File: src/rtl/writeback_unit.sv
// rtl/writeback_unit.sv - writeback stage: result select, load extension, registered write port, bypass history
// Entry 0 of the history is the register-file write port itself; older entries serve decode-stage bypass.
module writeback_unit #(
  parameter int XLEN       = 32,
  parameter int REG_ADDR_W = 5,
  parameter int HIST_DEPTH = 2
) (
  input  logic                  clk,
  input  logic                  rst,
  input  logic                  ValidM,
  input  logic                  StallW,
  input  logic                  FlushW,
  input  logic [REG_ADDR_W-1:0] RDM,
  input  logic                  RegWriteEnM,
  input  logic [1:0]            ResultSrcM,
  input  logic [2:0]            LoadTypeM,
  input  logic [1:0]            ByteOffM,
  input  logic [XLEN-1:0]       ALU_ResultW,
  input  logic [31:0]           ReadDataW,
  input  logic [XLEN-1:0]       PCPlus4W,
  input  logic [XLEN-1:0]       ImmW,
  output logic [REG_ADDR_W-1:0] RdD,
  output logic [XLEN-1:0]       ResultD,
  output logic                  RegWriteEnD,
  input  logic [REG_ADDR_W-1:0] Rs1Q,
  input  logic [REG_ADDR_W-1:0] Rs2Q,
  output logic                  Hit1,
  output logic                  Hit2,
  output logic [XLEN-1:0]       Data1,
  output logic [XLEN-1:0]       Data2
);

  logic [7:0]      loadByte;
  logic [15:0]     loadHalf;
  logic [XLEN-1:0] loadExt;
  logic [XLEN-1:0] selResult;
  logic            commit;

  logic                  histValid [HIST_DEPTH];
  logic [REG_ADDR_W-1:0] histRd    [HIST_DEPTH];
  logic [XLEN-1:0]       histData  [HIST_DEPTH];

  always_comb begin
    case (ByteOffM)
      2'd0:    loadByte = ReadDataW[7:0];
      2'd1:    loadByte = ReadDataW[15:8];
      2'd2:    loadByte = ReadDataW[23:16];
      default: loadByte = ReadDataW[31:24];
    endcase
    // Halfword loads ignore the low offset bit; misaligned halves are not split.
    loadHalf = ByteOffM[1] ? ReadDataW[31:16] : ReadDataW[15:0];
  end

  always_comb begin
    case (LoadTypeM)
      3'b000:  loadExt = XLEN'($signed(loadByte));
      3'b001:  loadExt = XLEN'($signed(loadHalf));
      3'b100:  loadExt = XLEN'(loadByte);
      3'b101:  loadExt = XLEN'(loadHalf);
      default: loadExt = XLEN'($signed(ReadDataW));
    endcase
  end

  always_comb begin
    case (ResultSrcM)
      2'b00:   selResult = ALU_ResultW;
      2'b01:   selResult = loadExt;
      2'b10:   selResult = PCPlus4W;
      default: selResult = ImmW;
    endcase
  end

  assign commit = ValidM & ~FlushW & RegWriteEnM & (RDM != '0);

  // A flush advances the history even under stall; commit is already low then.
  always_ff @(posedge clk) begin
    if (rst) begin
      for (int k = 0; k < HIST_DEPTH; k++) begin
        histValid[k] <= 1'b0;
        histRd[k]    <= '0;
        histData[k]  <= '0;
      end
    end else if (FlushW || !StallW) begin
      for (int k = HIST_DEPTH - 1; k > 0; k--) begin
        histValid[k] <= histValid[k-1];
        histRd[k]    <= histRd[k-1];
        histData[k]  <= histData[k-1];
      end
      histValid[0] <= commit;
      histRd[0]    <= commit ? RDM : '0;
      histData[0]  <= commit ? selResult : '0;
    end
  end

  assign RegWriteEnD = histValid[0];
  assign RdD         = histRd[0];
  assign ResultD     = histData[0];

  // Scan oldest to youngest so the youngest match overwrites.
  always_comb begin
    Hit1  = 1'b0;
    Hit2  = 1'b0;
    Data1 = '0;
    Data2 = '0;
    for (int k = HIST_DEPTH - 1; k >= 0; k--) begin
      if (histValid[k] && (histRd[k] == Rs1Q) && (Rs1Q != '0)) begin
        Hit1  = 1'b1;
        Data1 = histData[k];
      end
      if (histValid[k] && (histRd[k] == Rs2Q) && (Rs2Q != '0)) begin
        Hit2  = 1'b1;
        Data2 = histData[k];
      end
    end
  end

endmodule

File: config.mk
export PLATFORM = sky130hd
export DESIGN_NAME = writeback_unit
export DESIGN_NICKNAME = d
export VERILOG_FILES = /design/src/rtl/writeback_unit.sv
export SDC_FILE = /design/constraint.sdc
export NUM_CORES = 1
export LEC_CHECK = 0
export BUFFER_PORTS_ARGS = -buffer_cell sky130_fd_sc_hd__clkbuf_2
export CORE_MARGIN = 1.5
export CORE_UTILIZATION = 50
export DETAILED_ROUTE_END_ITERATION = 8
export GPL_ROUTABILITY_DRIVEN = 0
export PLACE_DENSITY = 0.82
export SLEW_MARGIN = 20
export SYNTH_ARGS = -nofsm -noshare
export SYNTH_HDL_FRONTEND = slang
export SYNTH_SLANG_ARGS = --single-unit
File: constraint.sdc
create_clock -name clk -period 5.8 [get_ports clk]
set_input_delay 0.29 -clock clk [delete_from_list [all_inputs] [get_ports clk]]
set_output_delay 0.29 -clock clk [all_outputs]
set_load 0.01 [all_outputs]
==> impl_metrics.yaml, run 1 <==
outcome:
  status: "finished, final reports clean"
yosys:
  synth_xor_area_frac: 0.0263
  synth_async_sr_flop_share: 0
  synth_largest_area_cell: "edfxtp_1"
  synth_cell_type_count: 47
  synthFlopType: "edfxtp_1"
  synth_area_leaders: "edfxtp_1 34%, mux2_4 13%, nor4_1 6.2%, nand3_1 5.3%, buf_4 4.2%"
  synth_edf_count: 76
  syn_area_per_cell_um2: 9.83
  synth_compound_gate_area_share: 0.113
  yosys.area_share.simple: 0.236
  ys_seq_elements: 76
  synth_top_area_frac: 0.343
  yosysWarnings: 0
  syn_inst: 677
  synth.cell_area_mm2: 0.00665
  synthAdderAreaFrac: 0
  syn_nets: 833
  synth_top_family_by_area: "simple AND/OR/NAND/NOR gates"
  synthMuxAreaShare: 0.188
  synth-seq-area-share: 0.343
timing:
  max_slew_margin: 0.287
  worst_pin_slew_ps: 1070
  min_period_over_period: 0.542
  tns_ps: 0
  fmax_mhz: 318
  finalSetupViolCount: 0
  fin_ws_ps: 2660
  maxSlewViolCount: 0
  fin_crit_ps: 3140
  hold_viol_final: 0
  rsz0062_at_grt: "false"
  fin_skew_ps: 7.98
clock_network:
  clock_path_buffers: 2
  cts_tree: "yes"
  cts_resized: 0
  cts.clk_slew.worst_paths_ps: 60
  cts_sinks: 76
  ctsRootBufferMaster: "clkbuf_16"
  ctsHoldBuffers: 0
  clkLatencyLatePin_ps: 330
  postCtsSetupBuffers: 0
  cts_buffers: 9
  htree_levels: 3
detailed_routing:
  final_antenna_net_count: 0
  drt_first_pass_iters: 5
  drc_errors: 0
  viasPerCell: 6.06
  drt_wl_total_um: 20300
  drtIter0Drc: 463
  wl_per_cell_um: 19.7
  via_count: 6236
critical_path:
  cp_max_fo: 25
  start_kind: "register"
  crit_type: "register to output port"
  critPathCaptureType: "output port"
  crit_arrival_ps: 2850
  crit_required_ps: 5510
pwr:
  p_leak_uw: 0.00335
  p_clk_frac: 0.368
  powerDensity_mw_per_mm2: 190
  ir_drop_mv: 0.141
  pwr-share-comb: 0.192
  p_sw_uw: 436
  p_sw_frac: 0.287
  p_int_uw: 1080
  pwr-share-seq: 0.440
global_route:
  grt_busiest_layer: "met2"
  use_met2: 0.475
  grt_overflow: 0
  gr-usage-all-layers: 0.286
  grt_pass1_vias: 5927
  grt_pass1_wl_um: 31500
  grt_max_degree: 77
  use_met1: 0.360
  grtUsageMet3: 0.0299
  antenna_found_initial: 0
floorplanning:
  rows: 41
  die_w_um: 118
  start_util: 0.519
  die-area_mm2: 0.0140
  die_y_um: 118
  core_mm2: 0.0128
  ios: 260
placement:
  dp_slack_ps: 2860
  place_hpwl_um: 15000
  dp.cells: 1013
  port-buffer-count: 259
cells_and_area:
  num_antenna_cells: 0
  finalNonFillerCells: 1029
  nets: 1008
  syn_to_final_growth_pct: 19.7
  n_fill_cell: 1091
  drive_above_1_share: 0.455
hold_path:
  min_path_type: "input port to register"
flow_run:
  maxCapViolations: 0
## cell usage after synthesis (all sizes together), types with 11 or more instances
| cell type | instances |
|---|---|
| nor2 | 25 |
| mux2 | 80 |
| edfxtp | 76 |
| a21oi | 24 |
| clkbuf | 48 |
| mux2i | 11 |
| o21ai | 14 |
| xnor2 | 16 |
| nor4 | 69 |
| buf | 54 |
| and2 | 44 |
| o22ai | 26 |
| nand2 | 21 |
| a22oi | 16 |
| nand3 | 71 |
## power by group through the flow
stage / logic [uW] / clock network, uW / registers [uW]
after floorplan: 187 / 0 / 663
after global routing: 314 / 592 / 670
after global placement: 278 / 0 / 676
after detailed placement: 283 / 0 / 678
after CTS: 284 / 571 / 666
final: 291 / 558 / 667
## path summary, 6_finish.rpt
| kind | start | end | slack, ps | cells after the start |
|---|---|---|---|---|
| setup reg to reg | histData[0][19] | histData[0][51] | 4850 | 1 |
| hold / removal | RDM[2] | histRd[0][2] | 250 | 2 |
| setup / recovery | histRd[0][3] | Data2[1] | 2660 | 6 |
| hold reg to reg | histData[0][5] | histData[0][37] | 630 | 1 |
## through the flow
step           area [um2]  hold WS, ps  total power, uW   util
3_5_place_dp         7660          589              961  0.597
5_1_grt              7970          250             1580  0.621
6_report             7970          252             1520  0.621
3_3_place_gp         7660          590              954  0.597
2_1_floorplan        6650          488              850      -
4_1_cts              7960          235             1520  0.620
## cell families (layout without fill, tap and decap cells)
family / after synthesis / in the layout
xor gates and xnor gates: 20 / 20
muxes: 92 / 92
AOI/OAI and AO/OA: 110 / 110
DFF: 76 / 76
and+or+nand+nor: 270 / 270
buffers and inverters: 109 / 289
## registers in the layout, indices dropped and copies added (netlist names)
name / flops
histData: 64
histRd: 10
histValid: 2
## layout by cell type (no fill, tap or decap), types with 4 or more instances in the layout
cell / synthesis / routed
a211oi_1: 7 / 7
a21oi_1: 24 / 23
a22oi_1: 16 / 16
a311oi_1: 6 / 6
and2_1: 43 / 43
and3_1: 8 / 8
buf_4: 37 / 7
clkbuf_16: 0 / 9
clkbuf_2: 0 / 259
edfxtp_1: 76 / 76
inv_1: 6 / 6
mux2_2: 22 / 22
mux2_4: 58 / 58
mux2i_1: 11 / 11
nand2_1: 21 / 17
nand2_2: 0 / 4
nand3_1: 71 / 70
nor2_1: 23 / 23
nor2b_1: 7 / 7
nor3b_1: 8 / 8
nor4_1: 66 / 66
o211ai_1: 5 / 5
o21ai_0: 14 / 14
o221a_2: 6 / 6
o22ai_1: 26 / 26
or2_2: 4 / 4
xnor2_1: 16 / 14
xor2_1: 4 / 4
## layout make-up
cell class	instances	area (um2)	share of cell area
timing repair buffer	266	1350	0.169
multi-input combinational	492	3790	0.476
tap	172	215	0.0270
clock inverter	7	73.8	0.00927
sequential	76	2280	0.287
inverter	7	26.3	0.00330
clock buffer	9	225	0.0283
## worst max-delay path, cell delays in order (launching register included)
cell and delay (ps):
edfxtp_1 510, xnor2_1 210, nand4_1 160, nor4_4 570, buf_4 530, mux2_2 390
clkbuf_2 130
## metal layers
| metal | vias up | share of wire |
|---|---|---|
| met1 | 2884 | 0.40 |
| met5 | - | 0 |
| met4 | 0 | 0.051 |
| met2 | 368 | 0.48 |
| li1 | 2914 | - |
| met3 | 70 | 0.069 |
No activity file was read; power rests on OpenSTA's default activity.
==> run 2: changes to the inputs <==
==> constraint.sdc (replaced) <==
create_clock -name clk -period 2.9 [get_ports clk]
set_input_delay 0.145 -clock clk [delete_from_list [all_inputs] [get_ports clk]]
set_output_delay 0.145 -clock clk [all_outputs]
set_load 0.01 [all_outputs]
==> run 2 against run 1 <==
Hold slack got worse by 140 ps. Power rose by 110%. Worst setup slack got worse by 2300 ps. Critical endpoint unchanged. Non-clock buffer count rose by 14. Critical path depth did not move. Sequential power rose by 99%. Clock power rose by 120%. Highest routed layer unchanged. Final cell count rose by 1.4%. Combinational power rose by 110%.
==> impl_metrics.yaml, run 2 (synthesis results as in run 1) <==
outcome:
  status: "finished, final reports clean"
detailed_routing:
  viasPerCell: 6.08
  drt_wl_total_um: 20400
  via_count: 6345
  drc_errors: 0
  drt_first_pass_iters: 5
  wl_per_cell_um: 19.6
  final_antenna_net_count: 0
  drtIter0Drc: 518
critical_path:
  cp_max_fo: 33
  start_kind: "register"
  crit_type: "register to output port"
  crit_arrival_ps: 2380
  critPathCaptureType: "output port"
  reg2regPathDepth: 1
  crit_required_ps: 2760
cells_and_area:
  n_fill_cell: 1083
  largest_reg_flops: 64
  top_regs: "histData x64, histRd x10, histValid x2"
  drive_above_1_share: 0.459
  final_area_mm2: 0.00812
  largest-register: "histData"
  nets: 1022
  num_antenna_cells: 0
  final_cell_mix: "259 x clkbuf_2, 76 x edfxtp_1, 70 x nand3_1"
  layout_commonest_cell: "clkbuf_2"
  finalNonFillerCells: 1043
  syn_to_final_growth_pct: 22.0
  fin_util: 0.633
pwr:
  powerDensity_mw_per_mm2: 389
  p_leak_uw: 0.00344
  ir_drop_mv: 0.321
hold_path:
  min_path_type: "input port to register"
  hold_depth: 2
clock_network:
  clock_path_buffers: 2
  postCtsSetupBuffers: 0
  clkLatencyLatePin_ps: 320
  cts_tree: "yes"
  cts_buffers: 9
  ctsHoldBuffers: 0
  htree_levels: 3
  cts_resized: 0
  ctsRootBufferMaster: "clkbuf_16"
  cts.clk_slew.worst_paths_ps: 60
  cts_sinks: 76
timing:
  fin_crit_ps: 2530
  worst_hold_slack_ps: 109
  max_slew_margin: 0.522
  fin_skew_ps: 5.96
  hold_viol_final: 0
  min_period_over_period: 0.871
  tns_ps: 0
  maxSlewViolCount: 0
  worst_pin_slew_ps: 716
  finalSetupViolCount: 0
  fmax_mhz: 396
  rsz0062_at_grt: "false"
placement:
  place_hpwl_um: 15300
  port-buffer-count: 259
  dp.cells: 1027
  placed_area_mm2: 0.00779
floorplanning:
  core_mm2: 0.0128
  die_w_um: 118
  die-area_mm2: 0.0140
  die_y_um: 118
  start_util: 0.519
  rows: 41
  ios: 260
global_route:
  antenna_found_initial: 0
  grt_pass1_wl_um: 31400
  grt_max_degree: 67
  grt_pass1_vias: 6013
  grt_overflow: 0
  gr-usage-all-layers: 0.284
flow_run:
  maxCapViolations: 0
## run 2: cell types whose count changed in the layout (fill, tap and decap cells not counted), sizes merged
| cell | change |
|---|---|
| buf | +14 |
| clkinv | -1 |
| bufinv | +1 |
| clkinvlp | -1 |
| inv | +1 |
## run 2: final timing paths
kind / start / end / slack, ps
setup / recovery: histRd[0][4] / Data2[1] / 370
hold / removal: RDM[0] / histRd[0][0] / 110
setup reg to reg: histData[0][23] / histData[0][55] / 1950
hold reg to reg: histData[0][5] / histData[0][37] / 630
## run 2: power breakdown
group	internal (uW)	total [uW]	leakage, uW	switching (uW)
clock network	768	1230	0.000163	457
logic	235	603	0.00240	368
registers	1270	1330	0.000880	59.7
total	2270	3160	0.00344	885
## run 2: worst max-delay path, stage by stage (launching register included)
cell and delay [ps]:
edfxtp_1 460, xnor2_1 200, nand4_1 160, nor4_4 160, buf_4 510, mux2_2 400, clkbuf_2 130
## run 2: layout make-up
type / instances / area, um2 / share of cell area
clock buffer: 9 / 225 / 0.0277
clock inverter: 7 / 106 / 0.0131
inverter: 7 / 26.3 / 0.00324
multi-input combinational: 492 / 3780 / 0.466
sequential: 76 / 2280 / 0.281
tap: 172 / 215 / 0.0265
timing repair buffer: 280 / 1480 / 0.182
## run 2: routing by layer
| metal | GRT usage | up-vias | wire length, um |
|---|---|---|---|
| met2 | 0.472 | 419 | 9780 |
| met4 | 0.161 | 0 | 968 |
| met3 | 0.0372 | 60 | 1720 |
| met1 | 0.355 | 2930 | 7940 |
| met5 | 0 | - | 0 |
| li1 | - | 2936 | - |
## run 2: stage by stage
step                      power [uW]  setup WS (ps)
final                           3160            374
after global routing            3280            237
after CTS                       3170            369
after detailed placement        1940            736
after global placement          1930            821
after floorplan                 1700           26.8
==> run 3: changes to the inputs <==
--- a/config.mk
+++ b/config.mk
@@ -7,10 +7,10 @@
 export LEC_CHECK = 0
 export BUFFER_PORTS_ARGS = -buffer_cell sky130_fd_sc_hd__clkbuf_2
 export CORE_MARGIN = 1.5
-export CORE_UTILIZATION = 50
+export CORE_UTILIZATION = 45
 export DETAILED_ROUTE_END_ITERATION = 8
 export GPL_ROUTABILITY_DRIVEN = 0
-export PLACE_DENSITY = 0.82
+export PLACE_DENSITY = 0.75
 export SLEW_MARGIN = 20
 export SYNTH_ARGS = -nofsm -noshare
 export SYNTH_HDL_FRONTEND = slang
==> run 3 against run 2 <==
Fmax up 1.2%. Sequential power about the same. Non-clock buffer count up 2. Worst setup slack better by 29 ps. Final cell count up 1.3%. Final area about the same. Clock skew about the same. First-iteration DRC count down 6.4%. Critical endpoint is now Data2[30].
==> impl_metrics.yaml, run 3 (synthesis results as in run 1) <==
outcome:
  status: "finished, final reports clean"
floorplanning:
  core_mm2: 0.0145
  die-area_mm2: 0.0155
  rows: 44
  die_y_um: 125
  die_w_um: 125
  start_util: 0.459
  ios: 260
cells_and_area:
  top_regs: "histData x64, histRd x10, histValid x2"
  final_cell_mix: "259 x clkbuf_2, 76 x edfxtp_1, 70 x nand3_1"
  n_fill_cell: 1267
  largest_reg_flops: 64
  syn_to_final_growth_pct: 22.1
  drive_above_1_share: 0.460
  num_antenna_cells: 0
  multi_input_area_mm2: 0.00378
  layout_commonest_cell: "clkbuf_2"
  finalNonFillerCells: 1057
  nets: 1024
  seq_area_mm2: 0.00228
  largest-register: "histData"
critical_path:
  crit_required_ps: 2760
  crit_arrival_ps: 2350
  crit_path_top_delay_cell: "edfxtp_1"
  start_kind: "register"
  cpLargestDelayFamily: "simple AND/OR/NAND/NOR gates"
  reg2regPathDepth: 1
  cpPeakStageDelay_ps: 420
  r2r_setup_slack_ps: 1910
  r2r-end: "histData[0][61]"
  critPathCaptureType: "output port"
  r2r_start: "histData[0][29]"
  crit_buf_inv: 2
  crit_chain: "xnor2_1, nand2_1, buf_4, nor4_1, mux2_4, clkbuf_2"
  cp_max_fo: 22
  crit_type: "register to output port"
clock_network:
  clkLatencyLatePin_ps: 330
  cts_buffers: 9
  ctsHoldBuffers: 0
  cts_sinks: 76
  postCtsSetupBuffers: 0
  htree_levels: 3
  cts_tree: "yes"
  cts.clk_slew.worst_paths_ps: 70
  ctsRootBufferMaster: "clkbuf_16"
  cts_resized: 0
  clock_path_buffers: 2
global_route:
  antenna_found_initial: 0
  grt_max_degree: 66
  grt_pass1_vias: 5910
  grt_pass1_wl_um: 31100
  gr-usage-all-layers: 0.254
  grt_overflow: 0
placement:
  place_hpwl_um: 15700
  dp.cells: 1041
  port-buffer-count: 259
detailed_routing:
  wl_per_cell_um: 19.0
  via_count: 6175
  drtIter0Drc: 485
  drc_errors: 0
  final_antenna_net_count: 0
  drt_first_pass_iters: 5
  viasPerCell: 5.84
  drt_wl_total_um: 20100
timing:
  fin_crit_ps: 2500
  fmax_mhz: 400
  min_period_over_period: 0.861
  tns_ps: 0
  max_slew_margin: 0.415
  worst_pin_slew_ps: 878
  finalSetupViolCount: 0
  rsz0062_at_grt: "false"
  worst_hold_slack_ps: 112
  hold_viol_final: 0
  maxSlewViolCount: 0
  fin_skew_ps: 6.10
hold_path:
  hold_depth: 2
  hold_path_end: "histRd[0][2]"
  min_path_type: "input port to register"
  hp-start: "RDM[2]"
pwr:
  powerDensity_mw_per_mm2: 378
  ir_drop_mv: 0.279
  p_leak_uw: 0.00343
flow_run:
  maxCapViolations: 0
run 3: worst max-delay path by stage:
stage / startpoint / endpoint / cells past startpoint
CTS: histRd[0][5] / Data2[30] / 6
floorplan: FlushW / histData[0][0] / 2
global route: histRd[0][5] / Data2[30] / 6
finish: histRd[0][5] / Data2[30] / 6
detailed placement: histRd[0][5] / Data2[30] / 6
global placement: histRd[0][5] / Data2[30] / 6
run 3: power breakdown:
part / internal [uW] / leakage, uW / switching (uW) / total [uW]
Sequential: 1270 / 0.000880 / 64.3 / 1330
Combinational: 235 / 0.00240 / 359 / 594
Clock: 681 / 0.000149 / 461 / 1140
run 3: through the flow:
step	worst slack [ps]	utilization	cell area [um2]	power, uW
after floorplan	26.8	-	6650	1700
after global placement	752	0.540	7820	1930
after detailed placement	760	0.540	7820	1940
after CTS	377	0.561	8130	3090
after global routing	283	0.561	8130	3190
final	402	0.561	8130	3070
run 3: area by class of cell:
type | count | area share
clock buffer | 9 | 0.0277
clock inverter | 7 | 0.0103
inverter | 7 | 0.00323
tap | 184 | 0.0283
multi-input combinational | 492 | 0.466
timing repair buffer | 282 | 0.184
sequential | 76 | 0.281
run 3: routing by layer:
metal / wire length (um) / global-route usage / part of all wire / up-vias
met3: 1440 / 0.0284 / 0.072 / 52
li1: - / - / - / 2941
met5: 0 / 0 / 0 / -
met1: 7880 / 0.316 / 0.39 / 2831
met2: 9940 / 0.438 / 0.49 / 351
met4: 863 / 0.126 / 0.043 / 0
